<file path="src/rtl/accum_pkg.sv">
// Shared constants and helpers for the multi-channel accumulator.
// Imported by the interface, the lane and the top.
package accum_pkg;

  localparam int DEF_DATA_WIDTH = 8;
  localparam int DEF_NUM_CH     = 4;
  localparam int DEF_ACC_WIDTH  = 2 * DEF_DATA_WIDTH;
  localparam int DEF_SATURATE   = 0;

  typedef enum logic [1:0] {
    OP_NONE,
    OP_CLR,
    OP_LOAD,
    OP_ADD
  } lane_op_e;

  function automatic int ch_width(input int n);
    return (n > 1) ? $clog2(n) : 1;
  endfunction

endpackage

</file>
<file path="src/rtl/multi_accumulator_if.sv">
// Command/result bundle between a driver and the accumulator.
// clk and reset stay as plain ports on the modules.
interface multi_accumulator_if
  import accum_pkg::*;
#(
  parameter int DATA_WIDTH = DEF_DATA_WIDTH,
  parameter int NUM_CH     = DEF_NUM_CH,
  parameter int ACC_WIDTH  = 2 * DATA_WIDTH
);
  localparam int CW = ch_width(NUM_CH);

  logic                  valid;
  logic [CW-1:0]         ch;
  logic                  clear;
  logic                  load;
  logic [DATA_WIDTH-1:0] value;
  logic                  display;
  logic [CW-1:0]         disp_ch;
  logic [ACC_WIDTH-1:0]  sum;
  logic                  sum_valid;
  logic [NUM_CH-1:0]     ovf;

  modport master (
    output valid, ch, clear, load, value,
    output display, disp_ch,
    input  sum, sum_valid, ovf
  );

  modport slave (
    input  valid, ch, clear, load, value,
    input  display, disp_ch,
    output sum, sum_valid, ovf
  );
endinterface

</file>
<file path="src/rtl/acc_lane.sv">
// One accumulator channel: clear/load/add with sticky overflow
// and optional clamp-to-all-ones on carry out.
module acc_lane
  import accum_pkg::*;
#(
  parameter int DATA_WIDTH = DEF_DATA_WIDTH,
  parameter int ACC_WIDTH  = DEF_ACC_WIDTH,
  parameter int SATURATE   = DEF_SATURATE
) (
  input  logic                  clk,
  input  logic                  reset,
  input  lane_op_e              op,
  input  logic [DATA_WIDTH-1:0] value,
  output logic [ACC_WIDTH-1:0]  acc,
  output logic                  ovf
);

  logic [ACC_WIDTH:0]   sum_w;
  logic [ACC_WIDTH-1:0] acc_d;
  logic                 ovf_d;

  // next accumulator and overflow state for the decoded op
  always_comb begin
    sum_w = {1'b0, acc}
          + {{(ACC_WIDTH + 1 - DATA_WIDTH){1'b0}}, value};
    acc_d = acc;
    ovf_d = ovf;
    unique case (op)
      OP_CLR: begin
        acc_d = '0;
        ovf_d = 1'b0;
      end
      OP_LOAD: begin
        acc_d = {{(ACC_WIDTH - DATA_WIDTH){1'b0}}, value};
      end
      OP_ADD: begin
        acc_d = sum_w[ACC_WIDTH-1:0];
        if (sum_w[ACC_WIDTH]) begin
          ovf_d = 1'b1;
          if (SATURATE != 0) acc_d = '1;
        end
      end
      default: ;
    endcase
  end

  // lane state register, synchronous active-low reset
  always_ff @(posedge clk) begin
    if (!reset) begin
      acc <= '0;
      ovf <= 1'b0;
    end else begin
      acc <= acc_d;
      ovf <= ovf_d;
    end
  end

endmodule

</file>
<file path="src/rtl/multi_accumulator.sv">
// NUM_CH independent accumulators with a registered display port.
// Lanes hold the arithmetic; the top decodes ops and owns sum.
module multi_accumulator
  import accum_pkg::*;
#(
  parameter int DATA_WIDTH = DEF_DATA_WIDTH,
  parameter int NUM_CH     = DEF_NUM_CH,
  parameter int ACC_WIDTH  = 2 * DATA_WIDTH,
  parameter int SATURATE   = DEF_SATURATE
) (
  input logic               clk,
  input logic               reset,
  multi_accumulator_if.slave bus
);

  localparam int CW = ch_width(NUM_CH);

  logic [ACC_WIDTH-1:0] acc [NUM_CH];
  logic [NUM_CH-1:0]    ovf_w;
  logic                 ch_ok;
  logic                 disp_ok;
  logic [ACC_WIDTH-1:0] sum_q;
  logic                 sum_valid_q;

  // out-of-range channel numbers are silently dropped
  always_comb begin
    ch_ok   = int'(bus.ch) < NUM_CH;
    disp_ok = int'(bus.disp_ch) < NUM_CH;
  end

  for (genvar i = 0; i < NUM_CH; i++) begin : g_lane
    lane_op_e op;
    logic     hit;

    // select the op for this lane; clear beats load beats add
    always_comb begin
      op  = OP_NONE;
      hit = bus.valid && ch_ok
         && (int'(bus.ch) == i);
      if (hit) begin
        unique case (1'b1)
          bus.clear:               op = OP_CLR;
          !bus.clear && bus.load:  op = OP_LOAD;
          !bus.clear && !bus.load: op = OP_ADD;
          default:                 op = OP_NONE;
        endcase
      end
    end

    acc_lane #(
      .DATA_WIDTH(DATA_WIDTH),
      .ACC_WIDTH (ACC_WIDTH),
      .SATURATE  (SATURATE)
    ) u_lane (
      .clk  (clk),
      .reset(reset),
      .op   (op),
      .value(bus.value),
      .acc  (acc[i]),
      .ovf  (ovf_w[i])
    );
  end

  // capture the pre-edge accumulator; pulse valid for one cycle
  always_ff @(posedge clk) begin
    if (!reset) begin
      sum_q       <= '0;
      sum_valid_q <= 1'b0;
    end else begin
      sum_valid_q <= bus.display && disp_ok;
      if (bus.display && disp_ok) begin
        sum_q <= acc[bus.disp_ch];
      end
    end
  end

  assign bus.sum       = sum_q;
  assign bus.sum_valid = sum_valid_q;
  assign bus.ovf       = ovf_w;

endmodule

</file>
<file path="src/flat_wrapper.sv">
// flat-port wrapper written by rule: the top's interface ports become plain ports
module multi_accumulator_flat import accum_pkg::*;
#(
  parameter int DATA_WIDTH = DEF_DATA_WIDTH,
  parameter int NUM_CH     = DEF_NUM_CH,
  parameter int ACC_WIDTH  = 2 * DATA_WIDTH,
  parameter int SATURATE   = DEF_SATURATE
)
  (clk, reset, bus_valid, bus_ch, bus_clear, bus_load, bus_value, bus_display, bus_disp_ch, bus_sum, bus_sum_valid, bus_ovf);
  multi_accumulator_if #(.DATA_WIDTH(DATA_WIDTH), .NUM_CH(NUM_CH), .ACC_WIDTH(ACC_WIDTH)) bus_i ();
  input logic clk;
  input logic reset;
  input wire logic [$bits(bus_i.valid)-1:0] bus_valid;
  input wire logic [$bits(bus_i.ch)-1:0] bus_ch;
  input wire logic [$bits(bus_i.clear)-1:0] bus_clear;
  input wire logic [$bits(bus_i.load)-1:0] bus_load;
  input wire logic [$bits(bus_i.value)-1:0] bus_value;
  input wire logic [$bits(bus_i.display)-1:0] bus_display;
  input wire logic [$bits(bus_i.disp_ch)-1:0] bus_disp_ch;
  output wire logic [$bits(bus_i.sum)-1:0] bus_sum;
  output wire logic [$bits(bus_i.sum_valid)-1:0] bus_sum_valid;
  output wire logic [$bits(bus_i.ovf)-1:0] bus_ovf;
  assign bus_i.valid = bus_valid;
  assign bus_i.ch = bus_ch;
  assign bus_i.clear = bus_clear;
  assign bus_i.load = bus_load;
  assign bus_i.value = bus_value;
  assign bus_i.display = bus_display;
  assign bus_i.disp_ch = bus_disp_ch;
  assign bus_sum = bus_i.sum;
  assign bus_sum_valid = bus_i.sum_valid;
  assign bus_ovf = bus_i.ovf;
  multi_accumulator #(.DATA_WIDTH(DATA_WIDTH), .NUM_CH(NUM_CH), .ACC_WIDTH(ACC_WIDTH), .SATURATE(SATURATE)) u_core (.clk(clk), .reset(reset), .bus(bus_i));
endmodule
</file>
<file path="config.mk">
export PLATFORM = sky130hd
export DESIGN_NAME = multi_accumulator_flat
export DESIGN_NICKNAME = d
export VERILOG_FILES = /design/src/rtl/accum_pkg.sv /design/src/rtl/multi_accumulator_if.sv /design/src/rtl/acc_lane.sv /design/src/rtl/multi_accumulator.sv /design/src/flat_wrapper.sv
export SDC_FILE = /design/constraint.sdc
export NUM_CORES = 1
export LEC_CHECK = 0
export CORE_MARGIN = 10
export CORE_UTILIZATION = 35
export DETAILED_ROUTE_END_ITERATION = 12
export DONT_BUFFER_PORTS = 1
export GPL_ROUTABILITY_DRIVEN = 0
export RECOVER_POWER = 100
export SLEW_MARGIN = 20
export SYNTH_ARGS = -nofsm -noshare
export SYNTH_HDL_FRONTEND = slang
export SYNTH_HIERARCHICAL = 1
export SYNTH_SLANG_ARGS = --single-unit
</file>
<file path="constraint.sdc">
create_clock -name clk -period 2.5 [get_ports clk]
set_clock_uncertainty 0.05 [all_clocks]
set_input_delay 0.25 -clock clk [delete_from_list [all_inputs] [get_ports clk]]
set_output_delay 0.25 -clock clk [all_outputs]
set_load 0.05 [all_outputs]
</file>
======== Word-level counts from Yosys, hierarchy flattened ========
Cells that the tools add are included.
storage, ports and cells
  logic and storage cells ................. 76
  bits of input ports ..................... 18
  register bits ........................... 85
  RAM bits ................................ 0
  latch bits .............................. 0
  memories ................................ 0
  output and inout bits ................... 21
  ROM bits ................................ 0
cells by class
  $mul .................................... 0
  muxes and demuxes ....................... 20
  reduce and logical (&&, ||, !) cells .... 21
  order comparisons ....................... 1
  equal/unequal tests ..................... 19
  bitwise gates (word level) .............. 1
  shift-type cells ........................ 0
  divide/modulo/power cells ............... 0
  $add $sub $neg .......................... 4
operators by type and width
  cell                  count
  $pmux W16 S3          4
  $add A16 B8 Y17       4
  $bmux W16 S2          1
  $mux W16              2
  $eq A2 B2 Y1 const B  10
  $reduce_bool A3 Y1    4
  $eq A2 B1 Y1 const B  5
  $mux W2               4
  $ne A2 B2 Y1 const B  4
  $pmux W1 S2           4
  $reduce_and A2 Y1     4
  $reduce_bool A2 Y1    4
  $logic_and A1 B1 Y1   6
  $pmux W2 S3           1
  $mux W1               4
  $ge A3 B3 Y1 const B  1
  $not A2 Y3            1
  $logic_not A1 Y1      2
  $logic_not A2 Y1      1

======== Longest topological paths before layout ========
Gate-level depths: netlist of run 1.
  depth in word-level cells ............... 7
  depth in mapped cells ................... 8
  mapped depth without buffers ............ 7

======== By module ========
The synthesis of run 1 kept the hierarchy.
modules (own cells, without submodules)
  module                                  instances  cells an instance  area each (µm²)  seq. area each (µm²)
  acc_lane (u_core.g_lane[1].u_lane ...)  3          141                1192.4           340.3
  acc_lane (u_core.g_lane[0].u_lane)      1          136                1164.9           340.3
  multi_accumulator                       1          105                1157.4           340.3

======== Worst setup path after synthesis of run 1 ========
No wires, ideal clock.
  path type ............................... input-to-reg
  start ................................... input port bus_load
  end ..................................... register u_core.g_lane[0].u_lane.acc[8]
  buffers on the path ..................... 0
  cell stages on the path ................. 7
  required time ........................... 2.391 ns
  data arrival time ....................... 2.024 ns
  path slack .............................. 0.366 ns
  library setup time ...................... 0.059 ns
  cells stage by stage .................... nor2b_1 -> nor4b_1 -> inv_1 -> nor2_1 -> o21ai_1 -> or4_1 -> nand2_1
between the ends
  longest elaborated chain between the ends .. 6
  elaborated cells between the ends (all ways) .. 10
  those cells by class .................... 3 x eq/ne; 3 x mux; 4 x reduce/logical
ends and longest elaborated chain
  item                                                       RTL line                 source
  start, declared                                            flat_wrapper.sv:16       input wire logic [$bits(bus_i.load)-1:0] bus_load;
  $logic_not A1 Y1                                           multi_accumulator.sv:44  !bus.clear && !bus.load: op = OP_ADD;
  $logic_and A1 B1 Y1                                        multi_accumulator.sv:44
  $pmux W2 S3 *                                              multi_accumulator.sv:41  unique case (1'b1)
  $mux W2 *                                                  multi_accumulator.sv:40  if (hit) begin
  via u_core.g_lane[0].op[0]                                 multi_accumulator.sv:32  lane_op_e op;
  $eq A2 B2 Y1 / $eq A2 B1 Y1 (equally long branches)        acc_lane.sv:28           unique case (op)
  $pmux W16 S3 / $reduce_bool A3 Y1 (equally long branches)  -
  end signal, assigned                                       acc_lane.sv:50           acc <= '0;
  end signal, assigned                                       acc_lane.sv:53           acc <= acc_d;
  end, declared                                              acc_lane.sv:14           output logic [ACC_WIDTH-1:0] acc,
Mark *: on every way through the listed nets, which the timed path passes. The rest lies on a longest branch.
A chain may end at the register's enable or synchronous reset.

======== Final worst setup path of run 1 ========
  start ................................... register u_core.g_lane[1].u_lane.acc[0]
  end ..................................... register u_core.g_lane[1].u_lane.acc[10]
between the ends
  longest elaborated chain between the ends .. 2
ends and longest elaborated chain
  item                    RTL line        source
  start, declared         acc_lane.sv:14
  start signal, assigned  acc_lane.sv:50
  start signal, assigned  acc_lane.sv:53
  $add A16 B8 Y17         acc_lane.sv:25  + {{(ACC_WIDTH + 1 - DATA_WIDTH){1'b0}}, value};
  $pmux W16 S3            acc_lane.sv:28
No other way between the ends.

==> flow_summary.json, run 1 <==
{
  "multiInputGateArea_um2": 3960,
  "clkTransAtPathRegs_ns": 0.07,
  "slowest_stage": "fa_1",
  "dieHeight_um": 150,
  "min_period_ns": 2.39,
  "synth_edf_count": 0,
  "cts.sinks": 85,
  "tightest_slew_ns": 1.03,
  "synthToLayoutAreaGrowth_pct": 7.91,
  "htree_levels": 3,
  "yosysWarningCount": 6,
  "cp.required_ns": 2.69,
  "setup_viol": 0,
  "layout-drive-gt1-share_pct": 7.55,
  "synth_fa_ha_area_share_pct": 8.14,
  "yosys.area_share.simple_pct": 21.6,
  "synth_cells": 664,
  "maxSlewHeadroom_pct": 30.7,
  "die_w_um": 150,
  "async_reset_ff_share_pct": 0,
  "max-vdd-ir-drop_v": 0.000288,
  "utilization_pct": 38.5,
  "grt_setup_unrepaired": "no",
  "worst_setup_path_end_kind": "flop",
  "grt_pass1_vias": 5177,
  "routed_wirelength_um": 16500,
  "synth_top_family_by_area": "compound AO/OA/AOI/OAI gates",
  "synthMuxAreaShare_pct": 9.69,
  "finalHoldViolCount": 0,
  "drtPass1Iterations": 5,
  "seq_area_um2": 1700,
  "final_common_cell": "dfxtp_1",
  "met3_usage_pct": 2.57,
  "clock.fmax_mhz": 419,
  "gr-total-overflow": 0,
  "critical_path_class": "reg -> reg",
  "clk_latency_ns": 0.35,
  "syn_area_um2": 5900,
  "grt.busiest_layer": "met2",
  "post-route-period-util_pct": 95.4,
  "ys_ff_latch": 85,
  "grt_max_degree": 48,
  "instances_no_fill": 882,
  "cts_tree": "built",
  "initial_utilization_pct": 35.7,
  "ys_types": 66,
  "use_met1_pct": 18.2,
  "fin_nets": 713,
  "dominantRegCellSynth": "dfxtp_1",
  "hold_ws_ns": 0.0202,
  "antenna_left": 0,
  "dp_cells": 864,
  "cts_buffers": 9,
  "power.leakage_nw": 2.29,
  "power-per-cell-area_nw_per_um2": 481,
  "cpLargestDelayFamily": "compound AO/OA/AOI/OAI gates",
  "ios": 39,
  "grtUsageMet2_pct": 25.6,
  "port-buffer-count": 0,
  "synth-xor-area-share_pct": 3.27,
  "wl_per_cell_um": 18.7,
  "synth_nets": 718,
  "crit_chain": "ha_1 > fa_1 > a21o_1 > a221oi_2 > o21ai_0 > and3_1 > a32o_1",
  "vias": 5209,
  "critical_path.startpoint_type": "flop",
  "row_count": 47,
  "grt_pass1_wl_um": 27100,
  "hp-class": "in -> reg",
  "placed_area_um2": 6110,
  "ys_seq_area_share_pct": 28.8,
  "final_cell_mix": "dfxtp_1, nand2_1, a21oi_1, mux2i_1, nor2_1",
  "final_area_um2": 6370,
  "drv_slew": 0,
  "root_buffer": "clkbuf_16",
  "drt_iter0_drc": 413,
  "path_max_fanout": 4,
  "antenna_found_initial": 0,
  "crit_buf_inv": 0,
  "clk_path_buf_depth": 2,
  "tns_ns": 0,
  "dp_hpwl_um": 12200,
  "num-fill-cells": 1647,
  "die-area_um2": 22400,
  "core_um2": 16500,
  "cpPeakStageDelay_ns": 0.42,
  "max-cap-violations": 0,
  "viasPerCell": 5.91,
  "grt_use_total_pct": 14.9,
  "synth_compound_area_share_pct": 24.5,
  "run_status": "finished, final reports clean",
  "cp.arrival_ns": 2.57,
  "remaining_drc_errors": 0,
  "syn_avg_cell_area_um2": 8.88,
  "antenna_cells": 0
}
==> cell type report <==
type                    count  share of cell area, %
multi-input cells         538                   62.2
flip-flops and latches     85                   26.7
well taps                 220                   4.32
clock buffers              12                   3.87
repair buffers             15                   1.71
inverters                  10                  0.590
clock inverters             2                  0.550
==> flip-flops by register name, summed over array words and instances (netlist names) <==
signal	flops
u_core/bus.sum	16
u_core/bus.sum_valid	1
u_core/g_lane.u_lane/acc	64
u_core/g_lane.u_lane/ovf	4
==> synth_stat cells, types with 9 or more instances <==
master	count	share of area (%)
a2111o_1	9	1.7
a21o_1	12	1.5
a21oi_1	50	4.2
a22oi_1	9	1.1
clkbuf_1	10	0.64
dfxtp_1	85	29
ha_1	32	6.8
inv_1	10	0.64
mux2_2	9	1.7
mux2i_1	47	8.0
nand2_1	57	3.6
nand3_1	25	2.1
nand3b_1	19	2.4
nor2_1	35	2.2
nor2b_1	17	1.8
nor3b_1	9	1.1
o21ai_0	23	2.0
o21ai_1	13	1.1
o221ai_1	20	3.0
xnor2_1	17	2.5
==> cells by family after synthesis <==
kind of cell	after synthesis
and+or+nand+nor	226
xor gates and xnor gates	22
DFF	85
AOI/OAI and AO/OA	198
adders and majority gates	36
buffers and inverters	41
muxes	56
==> through the flow <==
stage | power (mW) | setup slack, ns
final | 3.06 | 0.114
after global routing | 3.18 | 0.0157
after CTS | 3.10 | 0.174
after detailed placement | 1.73 | 0.183
after global placement | 1.72 | 0.242
after floorplan | 1.70 | 0.366
==> routing by layer <==
metal / wire length, um / part of all wire, % / vias to the layer above
li1: - / - / 2530
met1: 7390 / 45 / 2541
met2: 8050 / 49 / 116
met3: 739 / 4.5 / 22
met4: 324 / 2.0 / 0
met5: 0 / 0 / -
==> repair_timing <==
action,4_1_cts,5_1_grt
hold buffers,4,0
gates resized for setup,0,0
hold endpoints to repair,21,0
buffers inserted,0,0
endpoints found under the setup margin,0,2
==> where the power goes <==
group,internal (mW),leakage [nW],switching [mW],total [mW]
clock network,0.790,0.139,0.558,1.35
logic,0.139,1.46,0.187,0.326
registers,1.37,0.686,0.0206,1.39
total,2.30,2.29,0.766,3.06
==> worst reg2reg max path: stages, from the launching register on <==
cell and delay [ns]:
dfxtp_1 0.32, ha_1 0.21, fa_1 0.42, a21o_1 0.22, a221oi_2 0.39, o21ai_0 0.22
and3_1 0.23, a32o_1 0.21
==> final timing paths <==
kind,end,start,slack (ns),cells after the start
worst max register to register,u_core/g_lane[1].u_lane/acc[10],u_core/g_lane[1].u_lane/acc[0],0.11,7
worst min-delay path,u_core/g_lane[2].u_lane/ovf,reset,0.02,2
worst min register to register,u_core/g_lane[2].u_lane/acc[4],u_core/g_lane[2].u_lane/acc[4],0.45,2
worst max-delay path,u_core/g_lane[1].u_lane/acc[10],u_core/g_lane[1].u_lane/acc[0],0.11,7
Note: power is estimated with default switching activity, not from simulation.
==> inputs of run 2 (changes only) <==
--- a/config.mk
+++ b/config.mk
@@ -5,8 +5,9 @@
 export SDC_FILE = /design/constraint.sdc
 export NUM_CORES = 1
 export LEC_CHECK = 0
+export CORE_ASPECT_RATIO = 0.7
 export CORE_MARGIN = 10
-export CORE_UTILIZATION = 35
+export CORE_UTILIZATION = 30
 export DETAILED_ROUTE_END_ITERATION = 12
 export DONT_BUFFER_PORTS = 1
 export GPL_ROUTABILITY_DRIVEN = 0
==> flow_summary.json, run 2 (same netlist as run 1, synthesis figures left out) <==
{
  "viasPerCell": 5.48,
  "remaining_drc_errors": 0,
  "setup_viol": 0,
  "antenna_cells": 0,
  "final_common_cell": "dfxtp_1",
  "largest_reg_flops": 64,
  "post-route-period-util_pct": 95.6,
  "grt_setup_unrepaired": "no",
  "htree_levels": 3,
  "antenna_found_initial": 0,
  "critical_path.startpoint_type": "flop",
  "p_sw_mw": 0.806,
  "fin_nets": 717,
  "vias": 5104,
  "clkTransAtPathRegs_ns": 0.07,
  "row_count": 42,
  "routed_wirelength_um": 17100,
  "path_max_fanout": 4,
  "tightest_slew_ns": 1.04,
  "drv_slew": 0,
  "clk_latency_ns": 0.35,
  "core_um2": 19100,
  "grt_pass1_vias": 4628,
  "pwr-share-comb_pct": 11.0,
  "seq_power_share_pct": 46.0,
  "drtPass1Iterations": 5,
  "grt_use_total_pct": 13.1,
  "cp.arrival_ns": 2.57,
  "cts_tree": "built",
  "final_cell_mix": "dfxtp_1, nand2_1, a21oi_1, mux2i_1, nor2_1",
  "antenna_left": 0,
  "gr-total-overflow": 0,
  "cts.sinks": 85,
  "num-fill-cells": 2031,
  "finalHoldViolCount": 0,
  "synthToLayoutAreaGrowth_pct": 8.91,
  "intPower_mw": 2.21,
  "wl_per_cell_um": 18.3,
  "max-cap-violations": 0,
  "initial_utilization_pct": 30.8,
  "dp_hpwl_um": 12500,
  "cts_resized": 0,
  "place_ws_ns": 0.183,
  "instances_no_fill": 932,
  "root_buffer": "clkbuf_16",
  "top_register": "u_core/g_lane.u_lane/acc",
  "cp.required_ns": 2.69,
  "power-per-cell-area_nw_per_um2": 469,
  "maxSlewHeadroom_pct": 29.5,
  "max-vdd-ir-drop_v": 0.000320,
  "clk_path_buf_depth": 2,
  "worst_setup_path_end_kind": "flop",
  "clock.fmax_mhz": 419,
  "grt_max_degree": 53,
  "dp_cells": 912,
  "grt_pass1_wl_um": 27000,
  "switching_share_pct": 26.7,
  "die-area_um2": 25800,
  "drt_iter0_drc": 486,
  "layout-drive-gt1-share_pct": 8.23,
  "min_period_ns": 2.39,
  "dieHeight_um": 137,
  "hp-class": "in -> reg",
  "power.leakage_nw": 2.30,
  "cts_buffers": 9,
  "die_w_um": 188,
  "critical_path_class": "reg -> reg",
  "p_clk_share_pct": 43.0,
  "tns_ns": 0,
  "ios": 39,
  "layout_setup_ws_ns": 0.111,
  "port-buffer-count": 0,
  "run_status": "finished, final reports clean"
}
[run 2: changes by cell type in the layout (fill, tap and decap cells not counted), sizes merged]
cell    previous run  this run
bufinv             1         0
clkinv             1         5
buf                7        12
clkbuf            16        14
[run 2: worst paths after layout]
| path | from | end | slack (ns) | cells after the start |
|---|---|---|---|---|
| setup / recovery | u_core/g_lane[2].u_lane/acc[0] | u_core/g_lane[2].u_lane/acc[10] | 0.11 | 7 |
| hold / removal | reset | u_core/g_lane[3].u_lane/acc[3] | 0.03 | 2 |
| setup reg to reg | u_core/g_lane[2].u_lane/acc[0] | u_core/g_lane[2].u_lane/acc[10] | 0.11 | 7 |
| hold reg to reg | u_core/g_lane[1].u_lane/acc[4] | u_core/g_lane[1].u_lane/acc[4] | 0.45 | 2 |
[run 2: power by group through the flow]
stage	Sequential, mW	Clock, mW	Combinational [mW]
finish	1.39	1.30	0.332
detailed placement	1.42	0	0.324
global route	1.39	1.37	0.365
floorplan	1.41	0	0.288
global placement	1.42	0	0.320
CTS	1.39	1.31	0.337
[run 2: metrics by stage]
step | total power [mW] | util (%) | area [um^2] | hold WS, ns
floorplan | 1.70 | - | 5900 | 0.384
global placement | 1.74 | 32.4 | 6200 | 0.332
detailed placement | 1.74 | 32.4 | 6200 | 0.341
CTS | 3.04 | 34.1 | 6520 | 0.00185
global route | 3.12 | 33.6 | 6420 | 0.0304
finish | 3.01 | 33.6 | 6420 | 0.0271
[run 2: repair_timing]
item                      in CTS  in global routing
hold buffers                   4                  0
hold endpoints to repair      15                  0
buffers inserted               0                  0
[run 2: worst max-delay path, cell delays in order (launching register included)]
cell and delay (ns):
dfxtp_1 0.33, ha_1 0.21, fa_1 0.40, a21o_1 0.22, a221oi_2 0.47, o21ai_1 0.18, and3_1 0.22, a32o_1 0.21
[run 2: cell type report]
type                            count  area (um^2)  area share, %
Multi-Input combinational cell    538         3940           61.2
Clock buffer                       11          243           3.78
Inverter                           10         37.5          0.584
Sequential cell                    85         1700           26.5
Timing Repair Buffer               19          141           2.20
Clock inverter                      5         36.3          0.565
Tap cell                          264          330           5.14
[run 2: routing by layer]
metal | wire [um] | part of all wire, % | vias up | global-route usage, %
li1 | - | - | 2544 | -
met5 | 0 | 0 | - | 0
met1 | 8890 | 52 | 2397 | 19.6
met3 | 1480 | 8.7 | 14 | 3.74
met2 | 6550 | 38 | 149 | 18.0
met4 | 145 | 0.85 | 0 | 2.70
